--- src/rtl/fifo_pkg.sv ---
// Shared FIFO pointer helpers: Gray/binary conversion used by both clock domains.
package fifo_pkg;

    localparam int PTR_MAX = 32;
    localparam int SIZE    = 8;

    typedef logic [SIZE-1:0]    ptr_t;
    typedef logic [PTR_MAX-1:0] wide_ptr_t;

    function automatic wide_ptr_t bin2gray(input wide_ptr_t b);
        return b ^ (b >> 1);
    endfunction

    // Each binary bit is the XOR of all Gray bits at or above it.
    function automatic wide_ptr_t gray2bin(input wide_ptr_t g);
        wide_ptr_t b;
        b = g;
        for (int i = 1; i < PTR_MAX; i++) begin
            b = b ^ (g >> i);
        end
        return b;
    endfunction

endpackage

--- src/rtl/fifo_write_full_wptr_gray_counter.sv ---
// Binary/Gray pointer pair; both outputs come straight from flops so the Gray
// value can cross clock domains. Also usable as the read-side pointer.
module wptr_gray_counter
    import fifo_pkg::*;
#(
    parameter int size = 8
) (
    input  logic            clk,
    input  logic            rst_n,
    input  logic            inc,
    input  logic            hold,
    output logic [size-1:0] bin,
    output logic [size-1:0] gray
);

    logic            adv;
    logic [size-1:0] bin_nxt;
    logic [size-1:0] gray_nxt;

    assign adv      = inc & ~hold;
    assign bin_nxt  = bin + size'(adv);
    assign gray_nxt = size'(bin2gray(PTR_MAX'(bin_nxt)));

    always_ff @(posedge clk or negedge rst_n) begin
        if (!rst_n) begin
            bin  <= '0;
            gray <= '0;
        end else begin
            bin  <= bin_nxt;
            gray <= gray_nxt;
        end
    end

endmodule

--- src/rtl/fifo_write_full.sv ---
// Write side of the async FIFO: write pointer plus registered full,
// almost-full, occupancy and sticky overflow against the synchronised read pointer.
module fifo_write_full
    import fifo_pkg::*;
#(
    parameter int size     = 8,
    parameter int AF_LEVEL = 2**(size-1) - 2
) (
    input  logic            clk,
    input  logic            rst_n,
    input  logic            winc,
    input  logic            wovf_clr,
    input  logic [size-1:0] wq2_rptr,
    output logic [size-2:0] waddr,
    output logic [size-1:0] wptr,
    output logic            wfull,
    output logic            walmost_full,
    output logic [size-1:0] wcount,
    output logic            wovf
);

    localparam logic [size-1:0] AF_THR = size'(AF_LEVEL);

    logic            wen;
    logic [size-1:0] wbin;
    logic [size-1:0] wbin_nxt;
    logic [size-1:0] wgray_nxt;
    logic [size-1:0] full_pattern;
    logic [size-1:0] rbin_s;
    logic [size-1:0] wcount_nxt;

    wptr_gray_counter #(.size(size)) u_wptr (
        .clk   (clk),
        .rst_n (rst_n),
        .inc   (winc),
        .hold  (wfull),
        .bin   (wbin),
        .gray  (wptr)
    );

    assign wen       = winc & ~wfull;
    assign wbin_nxt  = wbin + size'(wen);
    assign wgray_nxt = size'(bin2gray(PTR_MAX'(wbin_nxt)));
    assign waddr     = wbin[size-2:0];

    // Full when the write pointer is exactly one lap ahead of the read pointer:
    // in Gray code that means the top two bits differ and the rest match.
    assign full_pattern = {~wq2_rptr[size-1:size-2], wq2_rptr[size-3:0]};
    assign rbin_s       = size'(gray2bin(PTR_MAX'(wq2_rptr)));
    assign wcount_nxt   = wbin_nxt - rbin_s;

    always_ff @(posedge clk or negedge rst_n) begin
        if (!rst_n) begin
            wfull        <= 1'b0;
            walmost_full <= 1'b0;
            wcount       <= '0;
            wovf         <= 1'b0;
        end else begin
            wfull        <= (wgray_nxt == full_pattern);
            walmost_full <= (wcount_nxt >= AF_THR);
            wcount       <= wcount_nxt;
            if (winc & wfull) begin
                wovf <= 1'b1;
            end else if (wovf_clr) begin
                wovf <= 1'b0;
            end
        end
    end

endmodule

--- config.mk ---
export PLATFORM = sky130hd
export DESIGN_NAME = fifo_write_full
export DESIGN_NICKNAME = d
export VERILOG_FILES = /design/src/rtl/fifo_pkg.sv /design/src/rtl/fifo_write_full_wptr_gray_counter.sv /design/src/rtl/fifo_write_full.sv
export SDC_FILE = /design/constraint.sdc
export NUM_CORES = 1
export LEC_CHECK = 0
export ABC_AREA = 0
export BUFFER_PORTS_ARGS = -buffer_cell sky130_fd_sc_hd__buf_4
export CORE_MARGIN = 2
export CORE_UTILIZATION = 52
export CTS_CLUSTER_SIZE = 8
export DETAILED_ROUTE_END_ITERATION = 8
export GPL_TIMING_DRIVEN = 0
export PLACE_DENSITY = 0.79
export SYNTH_ARGS = -nofsm -noshare
export SYNTH_HDL_FRONTEND = slang
export SYNTH_SLANG_ARGS = --single-unit
--- constraint.sdc ---
create_clock -name clk -period 3.2 [get_ports clk]
set_input_delay 0.64 -clock clk [delete_from_list [all_inputs] [get_ports clk]]
set_output_delay 0.64 -clock clk [all_outputs]
set_load 0.005 [all_outputs]
### After elaboration in Yosys (flattened, before gate mapping)

Cells that the tools add are included.

| operators by class | value |
|---|---|
| $add $sub $neg | 2 |
| $lt $le $gt $ge | 1 |
| eq/ne operators | 1 |
| mux-type cells | 2 |
| bitwise operators | 12 |
| reductions and logical operators | 1 |

Operator list:

| cell | count |
|---|---|
| XOR 8 x 7 -> 8 bit | 2 |
| adder 8 x 1 -> 8 bit | 1 |
| == test 8 bit | 1 |
| greater-or-equal comparator 8 x 7 -> 1 bit (second input constant) | 1 |
| subtractor 8 bit | 1 |
| XOR 8 x 1 -> 8 bit | 1 |
| XOR 8 x 2 -> 8 bit | 1 |
| XOR 8 x 3 -> 8 bit | 1 |
| XOR 8 x 4 -> 8 bit | 1 |
| XOR 8 x 5 -> 8 bit | 1 |
| XOR 8 x 6 -> 8 bit | 1 |
| AND 1 bit | 2 |
| two-way mux 1 bit | 2 |
| NOT 2 bit | 1 |
| nonzero test 2 bit | 1 |
| NOT 1 bit | 1 |

| word-level totals | value |
|---|---|
| bits in registers | 27 |
| output and inout bits | 26 |

### Logic depth before layout (Yosys ltp)

Gate-level depths: netlist (run 1).

| depth | value |
|---|---|
| depth after elaboration | 9 |
| mapped depth | 14 |

### Hierarchy

A second synthesis (run 1) with hierarchy kept.

| second synthesis, totals | value |
|---|---|
| cell total of the unflattened synthesis | 158 |
| area total of the unflattened synthesis | 1706.6 um^2 |

By module, submodules not included:

| module | times used | cells each | area an instance (um^2) |
|---|---|---|---|
| fifo_write_full | 1 | 103 | 1011.0 |
| wptr_gray_counter | 1 | 55 | 695.7 |

### Worst setup path after synthesis (run 1)

Ideal clock, no wire load.

| path | value |
|---|---|
| path type | input to register |
| from | input port wq2_rptr[6] |
| to | register walmost_full |
| library setup time | 69 ps |
| arrival | 3296 ps |
| data required time | 3131 ps |
| setup slack | -165 ps |
| stages on the path | 14 |
| path buffers | 0 |
| cell sequence | xnor2_2 > xor2_2 > xnor2_2 > xor2_1 > xnor2_1 > ha_1 > inv_1 > fa_1 > a21o_1 > a21oi_1 > xnor2_1 > nor4b_1 > nand4b_1 > nand3_1 |

| between the ends | value |
|---|---|
| elaborated cells on any way between the ends | 9 |

RTL lines:

| what | RTL line | RTL |
|---|---|---|
| start: declaration | fifo_write_full.sv:13 | `input logic [size-1:0] wq2_rptr,` |
| XOR 8 x 6 -> 8 bit | fifo_pkg.sv:19 | `b = b ^ (g >> i);` |
| XOR 8 x 5 -> 8 bit | fifo_pkg.sv:19 |  |
| XOR 8 x 4 -> 8 bit | fifo_pkg.sv:19 |  |
| XOR 8 x 3 -> 8 bit | fifo_pkg.sv:19 |  |
| XOR 8 x 2 -> 8 bit (*) | fifo_pkg.sv:19 |  |
| XOR 8 x 1 -> 8 bit (*) | fifo_pkg.sv:19 |  |
| subtractor 8 bit (*) | fifo_write_full.sv:50 | `assign wcount_nxt = wbin_nxt - rbin_s;` |
| via wcount_nxt[4] | fifo_write_full.sv:30 | `logic [size-1:0] wcount_nxt;` |
| greater-or-equal comparator 8 x 7 -> 1 bit (*) | fifo_write_full.sv:60 | `walmost_full <= (wcount_nxt >= AF_THR);` |
| end signal: assignment | fifo_write_full.sv:60 |  |
| end: declaration | fifo_write_full.sv:17 | `output logic walmost_full,` |

Mark *: on every way through the listed nets, which the timed path passes. The rest lies on a longest branch.
A chain may end at the register's enable or synchronous reset.

### Worst setup path in the final report (run 1)

| path | value |
|---|---|
| from | input port wq2_rptr[7] |
| to | register walmost_full |

| between the ends | value |
|---|---|
| elaborated cells on any way between the ends | 9 |

RTL lines:

| what | RTL line |
|---|---|
| XOR 8 x 5 -> 8 bit | fifo_pkg.sv:19 |
| XOR 8 x 4 -> 8 bit | fifo_pkg.sv:19 |
| XOR 8 x 3 -> 8 bit | fifo_pkg.sv:19 |
| XOR 8 x 2 -> 8 bit | fifo_pkg.sv:19 |
| XOR 8 x 1 -> 8 bit (*) | fifo_pkg.sv:19 |
| subtractor 8 bit (*) | fifo_write_full.sv:50 |
| via wcount_nxt[4] | fifo_write_full.sv:30 |
| greater-or-equal comparator 8 x 7 -> 1 bit (*) | fifo_write_full.sv:60 |

Marks and branches as above.

==> flow_metrics.tcl, run 1 <==
set metrics [dict create \
    status "complete, no violations" \
    syn_inst 135 \
    relSlewSlack_pct 71.1 \
    reg2reg_depth 12 \
    r2r_slack_ns 0.21 \
    numPortBuffers 37 \
    antenna_cells 0 \
    rows 19 \
    fillCellCount 182 \
    place.gp.congestion 0.802 \
    async_flop_share_pct 100 \
    crit_path_max_fanout 3 \
    ctsHoldBuffers 0 \
    grt_pass1_vias 1096 \
    ys.flop_type "dfrtp_1" \
    fin_tns_setup_ns 0 \
    clk_latency_ns 0.32 \
    worst_path_most_repeated_cell "xnor2_2" \
    top_layer "met4" \
    cts-htree-levels 1 \
    viasPerCell 5.27 \
    fmax_ghz 0.327 \
    wl_um 2790 \
    drive_gt1_share_pct 33.7 \
    vias 1102 \
    regToRegStartpoint "wfull" \
    final.period_utilization_pct 95.7 \
    hp-class "input pin to async pin" \
    clk_pin_slew_ns 0.14 \
    clock_path_buffers 2 \
    avgSynthCellArea_sq_um 11.0 \
    critPathRequiredTime_ns 3.47 \
    yosys.cell_types.count 33 \
    finClkSkew_ns 0.00817 \
    hpwl_um 2090 \
    synth_edf_count 0 \
    crit_buf_inv 2 \
    cts_made_buffers 3 \
    startpoint_type "input pin" \
    firstDrtPassIters 4 \
    drt_iter0_drc 19 \
    grt_max_degree 27 \
    dieArea_sq_um 3300 \
    endpoint_kind "flip-flop" \
    cts_root_buf "clkbuf_4" \
    cts_sinks 26 \
    fin_crit_ns 3.06 \
    ioPinCount 38 \
    path_cells "buf_4 > xnor2_4 > xor2_4 > xnor2_2 > xor2_2 > xnor2_2 > ha_2 > inv_1 > fa_2 > a21o_1 > a21oi_4 > xnor2_1 > nor4b_2 > nand4b_1 > nand3_1" \
    post_drt_wl_per_cell_um 13.3 \
    hold_viol 0 \
    reg2reg_to "walmost_full" \
    overflow 0 \
    utilization_pct 71.6 \
    multi_input_area_sq_um 875 \
    grt_usage_pct 18.3 \
    setup_viol 0 \
    ant_nets 0 \
    die_w_um 57.4 \
    grt_pass1_wl_um 4750 \
    antenna_found_initial 0 \
    final-seq-area_sq_um 651 \
    ys_ff_latch 26 \
    maxSlewViolCount 0 \
    cts_tree "built" \
    power_density_nw_per_um2 1050 \
    irDropWorstVdd_v 0.000785 \
    wl_met1_um 1210 \
    worst_pin_slew_ns 0.433 \
    area_delta_synth_final_pct 31.8 \
    wl_met3_um 131 \
    leakage_nw 0.956 \
    crit_family "XOR/XNOR gates" \
    slowest_stage "fa_2" \
    cp.arrival_ns 3.33 \
    start_util_pct 54.3 \
    fin_nets 202 \
    syn-cell-area_sq_um 1490 \
    drcViolationCount 0 \
    critPathMaxStageDelay_ns 0.35 \
    yosysWarnings 0 \
    worstSetupPathType "input pin to flip-flop" \
    dr_wl_met2_um 1420 \
    synth_nets 158 \
    core_area_sq_um 2730 \
    drv_cap 0 \
    seq_area_frac_synth_pct 43.8 \
    grt_setup_unrepaired "no" \
    dieHeight_um 57.4 \
]
-- cell usage after synthesis (2+ instances only) --
master   count  area share, %
a21oi_1      5            1.7
a31oi_1      2           0.84
dfrtp_1     26             44
ha_1        10            8.4
inv_1       12            3.0
nand2_1     10            2.5
nand3_1      4            1.3
nor2_1       3           0.76
nor2b_1      4            1.7
nor3_1       3            1.0
o21a_1       2            1.0
o21ai_0      3            1.0
or3_1        2           0.84
xnor2_1     12            7.1
xnor2_2      4            4.4
xor2_1      16            9.4
-- worst reg2reg max path, stage by stage (launching register included) --
cell       delay (ns)
dfrtp_1          0.41
nor2b_1          0.13
ha_1             0.25
ha_2             0.27
nand3_1          0.13
nor2_1           0.20
xnor2_2          0.18
inv_1            0.11
ha_1             0.35
or4_1            0.54
o2111ai_1        0.15
nand4b_1         0.14
nand3_1          0.10
-- registers in the layout (all words and copies together), names as in the netlist --
| register | count |
|---|---|
| wfull | 1 |
| u_wptr.gray | 7 |
| u_wptr.bin | 8 |
| wcount | 8 |
| walmost_full | 1 |
| wovf | 1 |
-- kinds of logic after synthesis --
logic type	Yosys count	share of synthesized area, %
compound gates	16	6.66
simple gates	34	13.1
xor+xnor	33	22.0
mux	2	1.43
buf+inv	13	3.29
fa+ha+maj	11	9.77
flops	26	43.8
-- layout by cell type, fill, tap and decap left out, types with 2 or more instances in the layout --
cell,count
xnor2_1,10
xor2_4,2
inv_1,12
a31oi_1,2
or3_1,2
clkbuf_4,3
nor2b_1,4
nand2_1,10
ha_2,2
nor2_1,3
nand3_1,4
xor2_1,14
o21a_1,2
o21ai_0,3
nor3_1,3
xnor2_2,5
ha_1,8
buf_4,39
a21oi_1,4
dfrtp_1,26
-- power breakdown --
group          internal [mW]  total, mW  switching [mW]
registers              0.485      0.575          0.0900
logic                  0.617       1.25           0.635
clock network          0.127      0.222          0.0950
-- how the worst max path moves through the flow --
stage | from | to | slack (ns) | cells past startpoint
after floorplan | wq2_rptr[6] | walmost_full | 0.03 | 14
after global placement | wq2_rptr[6] | walmost_full | -0.37 | 15
after detailed placement | wq2_rptr[6] | walmost_full | -0.38 | 15
after CTS | wq2_rptr[6] | walmost_full | 0.005 | 15
after global routing | wq2_rptr[7] | walmost_full | 0.03 | 15
final | wq2_rptr[7] | walmost_full | 0.14 | 15
-- repair_timing --
action                                 4_1_cts  5_1_grt
setup endpoints to repair                    1        1
endpoints found under the hold margin        0        0
buffers inserted                             1        1
resized for setup                            1        8
pin swaps                                    1        4
-- through the flow --
stage / instance area, sq um / hold WS, ns / setup WS (ns) / total power [mW] / instances
final: 1960 / 0.203 / 0.138 / 2.05 / 209
after global routing: 1960 / 0.213 / 0.0265 / 2.23 / 209
after CTS: 1900 / 0.202 / 0.00534 / 2.01 / 208
after detailed placement: 1830 / 0.497 / -0.385 / 1.77 / 203
after global placement: 1830 / 0.500 / -0.372 / 1.73 / 203
after floorplan: 1510 / 0.344 / 0.0330 / 1.37 / 135
-- area by class of cell --
cell class                 instances  share of cell area (%)
tap                               31                    1.98
sequential                        26                    33.2
multi-input combinational         96                    44.7
inverter                          13                    2.49
clock buffer                       3                    1.15
clock inverter                     1                    1.53
timing repair buffer              39                    15.0
-- routing by layer --
metal	global-route usage, %	vias to the layer above
met1	23.7	537
met5	0	-
li1	-	537
met4	4.98	0
met3	3.63	4
met2	31.3	24
No activity file was read; power rests on OpenSTA's default activity.
==> run 2: changes to the inputs <==
CTS_CLUSTER_DIAMETER = 100   (was not set)
GPL_TIMING_DRIVEN = 1   (was 0)
==> run 2 against run 1 <==
Net effect:
- final cell count grew 6.7%
- clock-buffer cell count unchanged
- non-clock buffer count is 14 higher
- sequential share of layout area decreased by 1.2 points
- clock power about the same
- hold slack lost 0.013 ns
- maximum frequency is 0.16% higher
- core utilization increased by 2.8 points
- via count grew 5.8%
- power rose by 6.3%
- global-route usage is 2.0 points higher
- final area rose by 3.9%
- critical endpoint unchanged
==> flow_metrics.tcl, run 2 (synthesis results as in run 1) <==
set metrics [dict create \
    cts-htree-levels 1 \
    firstDrtPassIters 4 \
    numPortBuffers 37 \
    grt_pass1_vias 1179 \
    die_w_um 57.4 \
    rows 19 \
    regToRegStartpoint "wfull" \
    startpoint_type "input pin" \
    fin_cells 223 \
    hp-class "input pin to async pin" \
    cts_tree "built" \
    antenna_found_initial 0 \
    fmax_ghz 0.327 \
    cp.arrival_ns 3.33 \
    hpwl_um 2370 \
    antenna_cells 0 \
    maxSlewViolCount 0 \
    r2r_slack_ns 0.31 \
    final_cell_mix "buf_4, dfrtp_1, xor2_1" \
    setup_ws_ns 0.143 \
    overflow 0 \
    ioPinCount 38 \
    clk_pin_slew_ns 0.15 \
    reg2reg_to "walmost_full" \
    power_density_nw_per_um2 1070 \
    area_delta_synth_final_pct 37.0 \
    fin_nets 216 \
    fillCellCount 183 \
    cts_made_buffers 3 \
    endpoint_kind "flip-flop" \
    crit_start "wq2_rptr[6]" \
    fin_crit_ns 3.06 \
    reg2reg_depth 12 \
    setup_viol 0 \
    cts_root_buf "clkbuf_4" \
    clk_latency_ns 0.32 \
    placedInstanceArea_sq_um 1940 \
    hold_viol 0 \
    cts_sinks 26 \
    finClkSkew_ns 0.0149 \
    dp_slack_ns -0.293 \
    wl_um 3030 \
    reg_top3 "u_wptr.bin x8, wcount x8, u_wptr.gray x7" \
    grt_max_degree 27 \
    dieArea_sq_um 3300 \
    critPathRequiredTime_ns 3.47 \
    power_mw 2.18 \
    ant_nets 0 \
    grt_pass1_wl_um 5200 \
    setup.worst_path.end "walmost_full" \
    vias 1166 \
    drv_cap 0 \
    worstSetupPathType "input pin to flip-flop" \
    clock_path_buffers 2 \
    whs_ns 0.190 \
    drt_iter0_drc 23 \
    grt_usage_pct 20.3 \
    dieHeight_um 57.4 \
    place_inst 218 \
    drive_gt1_share_pct 37.0 \
    viasPerCell 5.23 \
    start_util_pct 54.3 \
    final.period_utilization_pct 95.5 \
    leakage_nw 1.03 \
    final_area_sq_um 2030 \
    fin_tns_setup_ns 0 \
    crit_path_max_fanout 3 \
    utilization_pct 74.4 \
    drcViolationCount 0 \
    relSlewSlack_pct 70.8 \
    core_area_sq_um 2730 \
    irDropWorstVdd_v 0.000845 \
    final_common_cell "buf_4" \
    place.gp.congestion 0.838 \
    worst_pin_slew_ns 0.435 \
    status "complete, no violations" \
    post_drt_wl_per_cell_um 13.6 \
    ctsHoldBuffers 0 \
]
==> run 2: cell types whose count changed in the layout (fill, tap and decap cells not counted), moves of 2 or more <==
cell / delta
buf_4: +14
ha_1: +2
ha_2: -2
xor2_2: +2
xor2_4: -2
==> run 2: final cells by class <==
type	count	area (sq um)	area share [%]
flip-flops and latches	26	651	32.0
repair buffers	53	398	19.6
well taps	31	38.8	1.91
clock inverters	1	30.0	1.48
inverters	13	48.8	2.40
multi-input cells	96	846	41.6
clock buffers	3	22.5	1.11
==> run 2: repair_timing <==
action                                  CTS  global route
buffers inserted                          0             1
endpoints found under the setup margin    0             1
resized for setup                         0             4
endpoints found under the hold margin     0             0
==> run 2: worst max-delay path, stage by stage <==
cell and delay, ns:
buf_4 0.13, xnor2_4 0.19, xor2_2 0.22, xnor2_2 0.17
xor2_2 0.19, xnor2_1 0.17, ha_1 0.18, inv_1 0.05
fa_1 0.38, a21o_1 0.18, a21oi_2 0.21, xnor2_2 0.16
nor4b_4 0.24, nand4b_1 0.12, nand3_1 0.09
==> run 2: report_power, final <==
group	switching (mW)	total, mW	internal [mW]
Combinational	0.674	1.38	0.702
Sequential	0.0923	0.578	0.485
Clock	0.0980	0.225	0.127
Total	0.864	2.18	1.31
==> run 2: worst min-delay path by stage <==
stage	start	endpoint	slack [ns]	depth (start not counted)
2_1_floorplan	rst_n	u_wptr.bin[0]	0.34	0
3_3_place_gp	wfull	wovf	0.50	2
3_5_place_dp	wfull	wovf	0.50	2
4_1_cts	rst_n	u_wptr.gray[2]	0.20	1
5_1_grt	rst_n	wovf	0.20	1
6_report	rst_n	wcount[5]	0.19	1
==> run 2: routing by layer <==
layer / GRT usage, % / wire length [um]
met1: 25.7 / 1250
met2: 34.4 / 1580
met3: 4.08 / 156
met4: 7.31 / 43
met5: 0 / 0
